### src/rtl/scrn_pkg.sv
// ---------------------------------------------------------------------------
// scrn_pkg
// Shared definitions for the screen-timing generator and receiver:
//   rx_state_t     receiver lock state
//   timing_meas_t  one measured timing set at the default counter width
//   *_TOT / *_ACT  totals and active sizes of the standard formats
// ---------------------------------------------------------------------------
package scrn_pkg;

    localparam int SCRN_WIDTH = 12;

    typedef enum logic [1:0] {
        SEARCH  = 2'd0,
        MEASURE = 2'd1,
        LOCKED  = 2'd2
    } rx_state_t;

    typedef struct packed {
        logic [SCRN_WIDTH-1:0] h_tot;
        logic [SCRN_WIDTH-1:0] h_act;
        logic [SCRN_WIDTH-1:0] v_tot;
        logic [SCRN_WIDTH-1:0] v_act;
    } timing_meas_t;

    // 640x480
    localparam int H_TOT_480P  = 800;
    localparam int H_ACT_480P  = 640;
    localparam int V_TOT_480P  = 525;
    localparam int V_ACT_480P  = 480;

    // 1280x720
    localparam int H_TOT_720P  = 1650;
    localparam int H_ACT_720P  = 1280;
    localparam int V_TOT_720P  = 750;
    localparam int V_ACT_720P  = 720;

    // 1920x1080
    localparam int H_TOT_1080P = 2200;
    localparam int H_ACT_1080P = 1920;
    localparam int V_TOT_1080P = 1125;
    localparam int V_ACT_1080P = 1080;

endpackage

### src/rtl/scrn_timing_rx_edge.sv
// ---------------------------------------------------------------------------
// scrn_edge_det
// One-bit registered edge detector. The input is sampled once (cur) and
// once more (prev); rise/fall are decoded from those two registers.
// Ports:
//   clk, rst_n   clock and asynchronous active-low reset
//   d            input level
//   cur, prev    first and second registered samples
//   rise, fall   prev/cur = 0/1 and 1/0 respectively
// ---------------------------------------------------------------------------
module scrn_edge_det
    import scrn_pkg::*;
(
    input  logic clk,
    input  logic rst_n,
    input  logic d,
    output logic cur,
    output logic prev,
    output logic rise,
    output logic fall
);

    always_ff @(posedge clk or negedge rst_n) begin
        if (!rst_n) begin
            cur  <= 1'b0;
            prev <= 1'b0;
        end else begin
            cur  <= d;
            prev <= cur;
        end
    end

    assign rise = cur & ~prev;
    assign fall = ~cur & prev;

endmodule

### src/rtl/scrn_timing_rx.sv
// ---------------------------------------------------------------------------
// scrn_timing_rx
// Video timing receiver: recovers active-pixel coordinates from an
// hsync/vsync/de stream, measures line/frame sizes and declares lock once
// two consecutive clean frames measure identically.
// Optional feature macro: SCRN_RX_ERR_CNT_EN adds err_cnt, a saturating
// count of LOCKED->MEASURE transitions.
// Ports:
//   clk_pix, rst_pix_n         pixel clock, asynchronous active-low reset
//   hsync, vsync, de           incoming timing (active high)
//   sx, sy, de_o               position and aligned data enable (2 clk late)
//   frame_start                one-cycle pulse per vsync rising edge
//   h_tot, h_act, v_tot, v_act stored measurement set
//   err_cnt                    lock-loss count (macro only)
//   locked                     format stable
// ---------------------------------------------------------------------------
module scrn_timing_rx
    import scrn_pkg::*;
#(
    parameter int WIDTH = SCRN_WIDTH
) (
    input  logic             clk_pix,
    input  logic             rst_pix_n,
    input  logic             hsync,
    input  logic             vsync,
    input  logic             de,
    output logic [WIDTH-1:0] sx,
    output logic [WIDTH-1:0] sy,
    output logic             de_o,
    output logic             frame_start,
    output logic [WIDTH-1:0] h_tot,
    output logic [WIDTH-1:0] h_act,
    output logic [WIDTH-1:0] v_tot,
    output logic [WIDTH-1:0] v_act,
`ifdef SCRN_RX_ERR_CNT_EN
    output logic [WIDTH-1:0] err_cnt,
`endif
    output logic             locked
);

    // Same layout as timing_meas_t, but sized by this instance's WIDTH.
    typedef struct packed {
        logic [WIDTH-1:0] h_tot;
        logic [WIDTH-1:0] h_act;
        logic [WIDTH-1:0] v_tot;
        logic [WIDTH-1:0] v_act;
    } meas_t;

    localparam logic [WIDTH-1:0] ONE = WIDTH'(1);

    function automatic logic [WIDTH-1:0] sat_inc(input logic [WIDTH-1:0] v);
        return (v == '1) ? v : v + ONE;
    endfunction

    logic hs_cur, hs_prev, hs_rise, hs_fall;
    logic vs_cur, vs_prev, vs_rise, vs_fall;
    logic de_cur, de_prev, de_rise, de_fall;
    logic unused_edges;

    rx_state_t        state, state_n;
    logic [WIDTH-1:0] hc, lc, vc;
    logic [WIDTH-1:0] first_len, first_la;
    logic             len_seen, la_seen, frame_bad;
    meas_t            meas;
    logic             stored_valid;

    logic [WIDTH-1:0] line_len_n, la_n, vc_n, lc_n;
    logic [WIDTH-1:0] first_len_n, first_la_n;
    logic             bad_n, timeout, store;
    meas_t            cand;

    scrn_edge_det u_hs (.clk(clk_pix), .rst_n(rst_pix_n), .d(hsync),
                        .cur(hs_cur), .prev(hs_prev), .rise(hs_rise), .fall(hs_fall));
    scrn_edge_det u_vs (.clk(clk_pix), .rst_n(rst_pix_n), .d(vsync),
                        .cur(vs_cur), .prev(vs_prev), .rise(vs_rise), .fall(vs_fall));
    scrn_edge_det u_de (.clk(clk_pix), .rst_n(rst_pix_n), .d(de),
                        .cur(de_cur), .prev(de_prev), .rise(de_rise), .fall(de_fall));

    assign unused_edges = ^{hs_cur, hs_prev, hs_fall, vs_cur, vs_prev, vs_fall, de_rise};

    // Line and frame bookkeeping as it would stand after this cycle's edges.
    // The hsync line update and a de falling edge are folded in before the
    // frame candidate is built, so edges coinciding with vsync count toward
    // the frame that is ending.
    always_comb begin
        line_len_n  = sat_inc(hc);
        la_n        = sat_inc(sx);
        vc_n        = hs_rise ? sat_inc(vc) : vc;
        lc_n        = de_fall ? sat_inc(lc) : lc;
        first_len_n = (hs_rise && !len_seen) ? line_len_n : first_len;
        first_la_n  = (de_fall && !la_seen)  ? la_n       : first_la;
        bad_n       = frame_bad
                    | (hs_rise && len_seen && (line_len_n != first_len))
                    | (de_fall && la_seen  && (la_n != first_la));
        cand.h_tot  = first_len_n;
        cand.h_act  = first_la_n;
        cand.v_tot  = vc_n;
        cand.v_act  = lc_n;
        timeout     = (hc == '1) && !hs_rise;
    end

    // Lock state register.
    always_ff @(posedge clk_pix or negedge rst_pix_n) begin
        if (!rst_pix_n) begin
            state <= SEARCH;
        end else begin
            state <= state_n;
        end
    end

    // Next-state decode. A stored set taken from a bad frame, or carried over
    // from before a SEARCH, is not valid, so a match against it cannot lock.
    always_comb begin
        state_n = state;
        store   = 1'b0;
        case (state)
            SEARCH: begin
                if (vs_rise) begin
                    state_n = MEASURE;
                end
            end
            MEASURE: begin
                if (vs_rise) begin
                    if (!bad_n && stored_valid && (cand == meas)) begin
                        state_n = LOCKED;
                    end else begin
                        store = 1'b1;
                    end
                end
            end
            LOCKED: begin
                if (vs_rise && (bad_n || (cand != meas))) begin
                    store   = 1'b1;
                    state_n = MEASURE;
                end
            end
            default: begin
                state_n = SEARCH;
            end
        endcase
        if (timeout) begin
            state_n = SEARCH;
            store   = 1'b0;
        end
    end

    // Counters, per-frame capture and the stored measurement set.
    always_ff @(posedge clk_pix or negedge rst_pix_n) begin
        if (!rst_pix_n) begin
            hc           <= '0;
            sx           <= '0;
            lc           <= '0;
            vc           <= '0;
            first_len    <= '0;
            first_la     <= '0;
            len_seen     <= 1'b0;
            la_seen      <= 1'b0;
            frame_bad    <= 1'b0;
            frame_start  <= 1'b0;
            meas         <= '0;
            stored_valid <= 1'b0;
        end else begin
            hc          <= hs_rise ? '0 : sat_inc(hc);
            frame_start <= vs_rise;
            if (de_cur) begin
                sx <= de_prev ? sat_inc(sx) : '0;
            end
            if (vs_rise) begin
                vc        <= '0;
                lc        <= '0;
                frame_bad <= 1'b0;
                len_seen  <= 1'b0;
                la_seen   <= 1'b0;
            end else begin
                vc        <= vc_n;
                lc        <= lc_n;
                frame_bad <= bad_n;
                first_len <= first_len_n;
                first_la  <= first_la_n;
                len_seen  <= len_seen | hs_rise;
                la_seen   <= la_seen | de_fall;
            end
            if (store) begin
                meas <= cand;
            end
            if (state_n == SEARCH) begin
                stored_valid <= 1'b0;
            end else if (store) begin
                stored_valid <= !bad_n;
            end
        end
    end

`ifdef SCRN_RX_ERR_CNT_EN
    // Lock-loss counter; only reset clears it.
    always_ff @(posedge clk_pix or negedge rst_pix_n) begin
        if (!rst_pix_n) begin
            err_cnt <= '0;
        end else if ((state == LOCKED) && (state_n == MEASURE)) begin
            err_cnt <= sat_inc(err_cnt);
        end
    end
`endif

    assign sy     = lc;
    assign de_o   = de_prev;
    assign h_tot  = meas.h_tot;
    assign h_act  = meas.h_act;
    assign v_tot  = meas.v_tot;
    assign v_act  = meas.v_act;
    assign locked = (state == LOCKED);

endmodule

### config.mk
export PLATFORM = sky130hd
export DESIGN_NAME = scrn_timing_rx
export DESIGN_NICKNAME = d
export VERILOG_FILES = /design/src/rtl/scrn_pkg.sv /design/src/rtl/scrn_timing_rx_edge.sv /design/src/rtl/scrn_timing_rx.sv
export SDC_FILE = /design/constraint.sdc
export NUM_CORES = 1
export LEC_CHECK = 0
export BUFFER_PORTS_ARGS = -buffer_cell sky130_fd_sc_hd__buf_2
export CORE_MARGIN = 4
export CORE_UTILIZATION = 30
export CTS_CLUSTER_DIAMETER = 40
export DETAILED_ROUTE_END_ITERATION = 8
export GPL_ROUTABILITY_DRIVEN = 0
export HOLD_SLACK_MARGIN = 0.15
export SYNTH_ARGS = -nofsm -noshare
export SYNTH_HDL_FRONTEND = slang
export SYNTH_SLANG_ARGS = --single-unit
export TNS_END_PERCENT = 50
### constraint.sdc
create_clock -name clk_pix -period 4.4 [get_ports clk_pix]
set_clock_uncertainty 0.2 [all_clocks]
set_input_delay 0.22 -clock clk_pix [delete_from_list [all_inputs] [get_ports clk_pix]]
set_output_delay 0.22 -clock clk_pix [all_outputs]
set_load 0.005 [all_outputs]
=== Word-level counts from Yosys, hierarchy flattened ===
Index checks and enable logic that the tools add are counted.

* Bits in registers: 133
* Input port bits: 5
* Output and inout bits: 75
* Logic and storage cells: 92

* Add/sub/neg operators: 4
* Equal/unequal tests: 10
* Multiplexer cells: 28
* Bitwise logic cells: 10
* Reductions and logical operators: 18

{| class="wikitable"
|+ Operator list
! kind !! count
|-
| $mux 12 || 12
|-
| $add 12x1->12 const B || 4
|-
| $eq 12x12->1 const B || 4
|-
| $eq 48x48->1 || 1
|-
| $ne 48x48->1 || 1
|-
| $ne 12x12->1 || 2
|-
| $logic_and 1x1->1 || 10
|-
| $mux 2 || 5
|-
| $mux 1 || 9
|-
| $pmux 2 s3 || 1
|-
| $logic_not 1->1 || 4
|-
| $logic_not 2->1 || 2
|-
| $or 1x1->1 || 4
|-
| $and 1x1->1 || 3
|-
| $not 1->1 || 3
|-
| $eq 2x1->1 const B || 1
|-
| $eq 2x2->1 const B || 1
|-
| $pmux 1 s2 || 1
|-
| $reduce_bool 2->1 || 1
|-
| $logic_or 1x1->1 || 1
|}

=== Longest topological paths before layout ===
* Depth after elaboration: 15
* Gate-level depth with buffers: 15
* Depth with buffers taken out: 11

=== Modules after synthesis ===
From an unflattened synthesis, not the netlist that was laid out.

* Cell total of the unflattened synthesis: 963
* Area total of the unflattened synthesis: 8511.9 um2

{| class="wikitable"
|+ Modules (own cells, without submodules)
! module !! times used !! cells an instance !! area an instance (um2) !! sequential area each (um2)
|-
| scrn_timing_rx || 1 || 951 || 8316.7 || 3178.0
|-
| scrn_edge_det || 3 || 4 || 65.1 || 50.0
|}

=== Worst setup path after synthesis ===
Ideal clock, no wire load.

* Path type: register to register
* Start point: reg lc[1], in the netlist sy[1]
* End point: reg meas, in the netlist h_act[11]
* Setup time: 128 ps
* Arrival time: 3566 ps
* Required time: 4072 ps
* Path slack: 506 ps
* Cell stages (with the launch flop): 13
* Buffers on the path: 1
* Clock period less this slack: 3894 ps
* Cells stage by stage: dfrtp_1 > ha_1 > nand4_1 > nor3_2 > xnor2_1 > o22ai_1 > or4_1 > a2111o_1 > nor4_2 > o2111ai_1 > o211ai_2 > buf_4 > mux2_1

* Cells in the longest elaborated chain, start to end: 9
* Elaborated cells on any way between the ends: 14
* Those cells by class: 1 x add/sub; 3 x eq/ne; 7 x mux; 3 x reduce/logical

{| class="wikitable"
|+ Ends and longest elaborated chain
! element !! RTL line !! RTL
|-
| start: declaration || scrn_timing_rx.sv:61 || <nowiki>logic [WIDTH-1:0] hc, lc, vc;</nowiki>
|-
| start signal: assignment || scrn_timing_rx.sv:176 || <nowiki>lc <= lc_n;</nowiki>
|-
| $add 12x1->12 / $eq 12x12->1 (equally long branches) || scrn_timing_rx.sv:52 || <nowiki>return (v == '1) ? v : v + ONE;</nowiki>
|-
| $mux 12 || scrn_timing_rx.sv:52 ||
|-
| $mux 12 * || scrn_timing_rx.sv:89 || <nowiki>lc_n = de_fall ? sat_inc(lc) : lc;</nowiki>
|-
| $eq 48x48->1 / $ne 48x48->1 (equally long branches) || scrn_timing_rx.sv:124, scrn_timing_rx.sv:132 ||
|-
| $logic_and 1x1->1 / $logic_or 1x1->1 (equally long branches) || scrn_timing_rx.sv:124, scrn_timing_rx.sv:132 ||
|-
| $mux 1 / $logic_and 1x1->1 (equally long branches) || scrn_timing_rx.sv:124, scrn_timing_rx.sv:132 ||
|-
| $mux 1 (on tied branches) || scrn_timing_rx.sv:123, scrn_timing_rx.sv:132 ||
|-
| $pmux 1 s2 * || scrn_timing_rx.sv:116 || <nowiki>case (state)</nowiki>
|-
| $mux 1 * || scrn_timing_rx.sv:141 || <nowiki>if (timeout) begin</nowiki>
|-
| end signal: assignment || scrn_timing_rx.sv:184 || <nowiki>meas <= cand;</nowiki>
|-
| end: declaration || scrn_timing_rx.sv:64 || <nowiki>meas_t meas;</nowiki>
|}

Every way passes the cells marked *; elsewhere a longest branch is shown, timed or not.
A chain may end at the register's enable or synchronous reset.

=== Worst setup path after layout ===
* Start point: reg hc[0]
* End point: reg meas, in the netlist v_act[0]

* Cells in the longest elaborated chain, start to end: 13
* Elaborated cells on any way between the ends: 21
* Those cells by class: 1 x add/sub; 4 x eq/ne; 7 x mux; 2 x bitwise; 7 x reduce/logical

{| class="wikitable"
|+ Ends and longest elaborated chain
! element !! RTL line !! RTL
|-
| start: declaration || scrn_timing_rx.sv:61 ||
|-
| start signal: assignment || scrn_timing_rx.sv:163 || <nowiki>hc <= hs_rise ? '0 : sat_inc(hc);</nowiki>
|-
| $add 12x1->12 / $eq 12x12->1 (equally long branches) || scrn_timing_rx.sv:52, scrn_timing_rx.sv:99 ||
|-
| $mux 12 || - ||
|-
| $ne 12x12->1 || scrn_timing_rx.sv:93 || <nowiki>| (hs_rise && len_seen && (line_len_n != first_len))</nowiki>
|-
| $logic_and 1x1->1 || scrn_timing_rx.sv:93 ||
|-
| $or 1x1->1 || scrn_timing_rx.sv:93 ||
|-
| $or 1x1->1 || scrn_timing_rx.sv:94 || <nowiki>| (de_fall && la_seen && (la_n != first_la));</nowiki>
|-
| $logic_not 1->1 || scrn_timing_rx.sv:124 || <nowiki>if (!bad_n && stored_valid && (cand == meas)) begin</nowiki>
|-
| $logic_and 1x1->1 (2 in a row) || scrn_timing_rx.sv:124 ||
|-
| $mux 1 || scrn_timing_rx.sv:124 ||
|-
| $mux 1 || scrn_timing_rx.sv:123 || <nowiki>if (vs_rise) begin</nowiki>
|-
| $pmux 1 s2 || scrn_timing_rx.sv:116 ||
|-
| $mux 1 * || scrn_timing_rx.sv:141 ||
|}

Marks and branches as above.

==> results.cfg <==
[floorplanning]
dieArea_mm2 = 0.0325
initial_utilization = 0.307
die_x_um = 180
ios = 80
core_area_mm2 = 0.0290
dieHeight_um = 180
rows = 62

[cts]
cts_buffers = 17
clock_sinks = 133
clk_pin_slew_worst_paths_ns = 0.06
cts-root-buf = clkbuf_16
clock_latency_ns = 0.43
h-tree-depth = 4
cts_setup_buffers = 0
cts_max_path_buffers = 2
cts_tree = built

[worst_setup_path]
max_stage_delay_ns = 0.54
cp_max_fo = 23
cp_slowest_cell = dfrtp_1
r2r_slack_ns = 0.19
crit_arrival_ns = 4.36
cp-startpoint = hc[0]
path_cells = ha_2 -> nand4_1 -> nor3_1 -> xnor2_1 -> mux2i_1 -> xnor2_1 -> o2111ai_1 -> nor4_2 -> o2111ai_1 -> o211ai_4 -> buf_12 -> buf_12 -> mux2i_1
r2r-start = hc[0]
critPathCaptureType = flip-flop
cp-start-kind = flip-flop
crit_type = reg2reg
cp.required_ns = 4.55

[logic_synthesis]
synthSimpleGateAreaFrac = 0.231
syn_area_mm2 = 0.00891
synth-compound-area-share = 0.182
yosysWarnings = 0
synth_top_family_by_area = simple AND/OR/NAND/NOR gates
synth-edff-count = 0
synth_xor_area_frac = 0.0619
synth_cell_types = 87
synth_mux_area_frac = 0.0806
syn_avg_cell_area_um2 = 8.71
async_reset_ff_frac = 1.00
syn_inst = 1024
ys.flop_type = dfrtp_1
syn-num-nets = 1037
synth-seq-cells = 133
yosysSeqAreaShare = 0.373
synthAdderAreaFrac = 0.0112

[power_and_ir_drop]
pwr-share-comb = 0.279
finalPower_mw = 4.41
power.switching_mw = 1.53
p_per_area_mw_per_mm2 = 418
ir_worst_vdd_uv = 272
p_seq_frac = 0.376
p_leak_nw = 4.70
p_int_mw = 2.88
clockPowerShare = 0.345
switching_share = 0.347

[route]
first_iter_violations = 1006
drc_errors = 0
drt-total-wl_um = 29500
ant_nets = 0
routedWlPerCell_um = 19.6
firstDrtPassIters = 7
via_per_inst = 5.66
vias = 8525

[sta]
fmax_ghz = 0.237
maxSlewViolCount = 0
finalCritPeriodShare = 0.957
tightest_slew_ns = 0.942
setup_viol = 0
hold_violations = 0
fin_ws_ns = 0.188
fin_setup_tns_ns = 0
fin_crit_ns = 4.21
slew_headroom = 0.372

[outcome]
outcome = finished clean

[global_routing]
grt_overflow = 0
antenna_found_initial = 1
gr-usage-all-layers = 0.178
grt_max_degree = 98
grt_pass1_vias = 8047
grt_pass1_wl_um = 46600

[layout]
areaGrowthSynthToFinish_pct = 18.3
drive_gt1_frac = 0.173
fin_util = 0.364
seqCellArea_mm2 = 0.00333
final_cell_mix = dfrtp_1, nor2_1, nand2_1
nFillCells = 2964
multi_input_area_mm2 = 0.00507
final_common_cell = dfrtp_1
finalNetCount = 1123

[place]
numPortBuffers = 79
dp_hpwl_um = 21700
pre_cts_slack_ns = 0.144

[hold_path]
min_path_type = reg2reg
min_from = u_vs.cur

[job]
maxCapViolCount = 0
==> logic make-up (layout without fill, tap and decap cells) <==
group           count (synthesis)  after routing
other cells                     0              1
mux                            69             69
xor+xnor                       63             63
buf+inv                       121            219
flops                         133            133
fa+ha+maj                       8              8
simple gates                  390            390
compound gates                240            240
==> flip-flops by register name (all words and copies together) (netlist names), 2 cells and up <==
| register | count |
|---|---|
| first_la | 12 |
| first_len | 12 |
| h_act | 12 |
| h_tot | 12 |
| hc | 12 |
| state | 2 |
| sx | 12 |
| sy | 12 |
| v_act | 12 |
| v_tot | 12 |
| vc | 12 |
==> synthesized netlist by cell type, types with 12 or more instances <==
cell type	instances	area share
nor3_1	14	0.0079
nand4_1	29	0.020
inv_1	56	0.024
nor4_1	14	0.0098
o21ai_0	46	0.026
mux2_1	14	0.018
o22ai_1	15	0.011
dfrtp_1	133	0.37
clkbuf_1	29	0.012
and3_1	12	0.0084
a21oi_1	55	0.031
nand2_1	90	0.038
nor2_1	105	0.044
xor2_1	17	0.017
nand2b_1	19	0.013
xnor2_1	46	0.045
nand3_1	40	0.022
a31oi_1	21	0.015
buf_2	26	0.015
mux2i_1	50	0.056
==> critical path: cells and delay by family (launching register included) <==
family,cells,cell delay [ns]
and+or+nand+nor,3,1.15
DFF,1,0.54
AOI/OAI and AO/OA,3,0.52
muxes,2,0.51
buffers and inverters,2,0.43
xor gates and xnor gates,2,0.39
adders and majority gates,1,0.37
==> layout make-up <==
cell class / instances / share of cell area
Antenna cell: 1 / 0.000237
Clock inverter: 12 / 0.0171
Multi-Input combinational cell: 770 / 0.481
Timing Repair Buffer: 131 / 0.0796
Tap cell: 384 / 0.0455
Clock buffer: 19 / 0.0410
Sequential cell: 133 / 0.316
Inverter: 57 / 0.0203
==> final timing paths <==
check | to | cells after the start
setup / recovery | v_act[0] | 13
hold / removal | u_vs.prev | 0
setup reg to reg | v_act[0] | 13
hold reg to reg | u_vs.prev | 0
max in group asynchronous | first_la[0] | 3
min in group asynchronous | u_vs.cur | 2
==> routing by layer <==
metal,GRT usage,vias up,share of wire
met2,0.262,468,0.43
li1,-,3898,-
met1,0.257,4100,0.46
met4,0.0675,0,0.027
met5,0,-,0
met3,0.0365,59,0.081
==> power groups by stage <==
stage | clock, mW | combinational (mW) | sequential, mW
2_1_floorplan | 0 | 0.815 | 1.58
3_3_place_gp | 0 | 1.22 | 1.67
3_5_place_dp | 0 | 1.22 | 1.67
4_1_cts | 1.55 | 1.23 | 1.65
5_1_grt | 1.60 | 1.36 | 1.69
6_report | 1.52 | 1.23 | 1.66
==> through the flow <==
step	area [um^2]	std cells	hold WS (ns)
final	10500	1507	0.181
after global routing	10500	1506	0.198
after CTS	10500	1506	0.187
after detailed placement	9880	1471	0.131
after global placement	9880	1471	0.130
after floorplan	8910	1024	-0.276
==> repair_timing <==
| action | CTS | global route |
|---|---|---|
| endpoints found under the setup margin | 0 | 36 |
| gates resized for setup | 0 | 3 |
| hold buffers | 4 | 0 |
| hold endpoints to repair | 99 | 0 |
No activity file was read; power rests on OpenSTA's default activity.
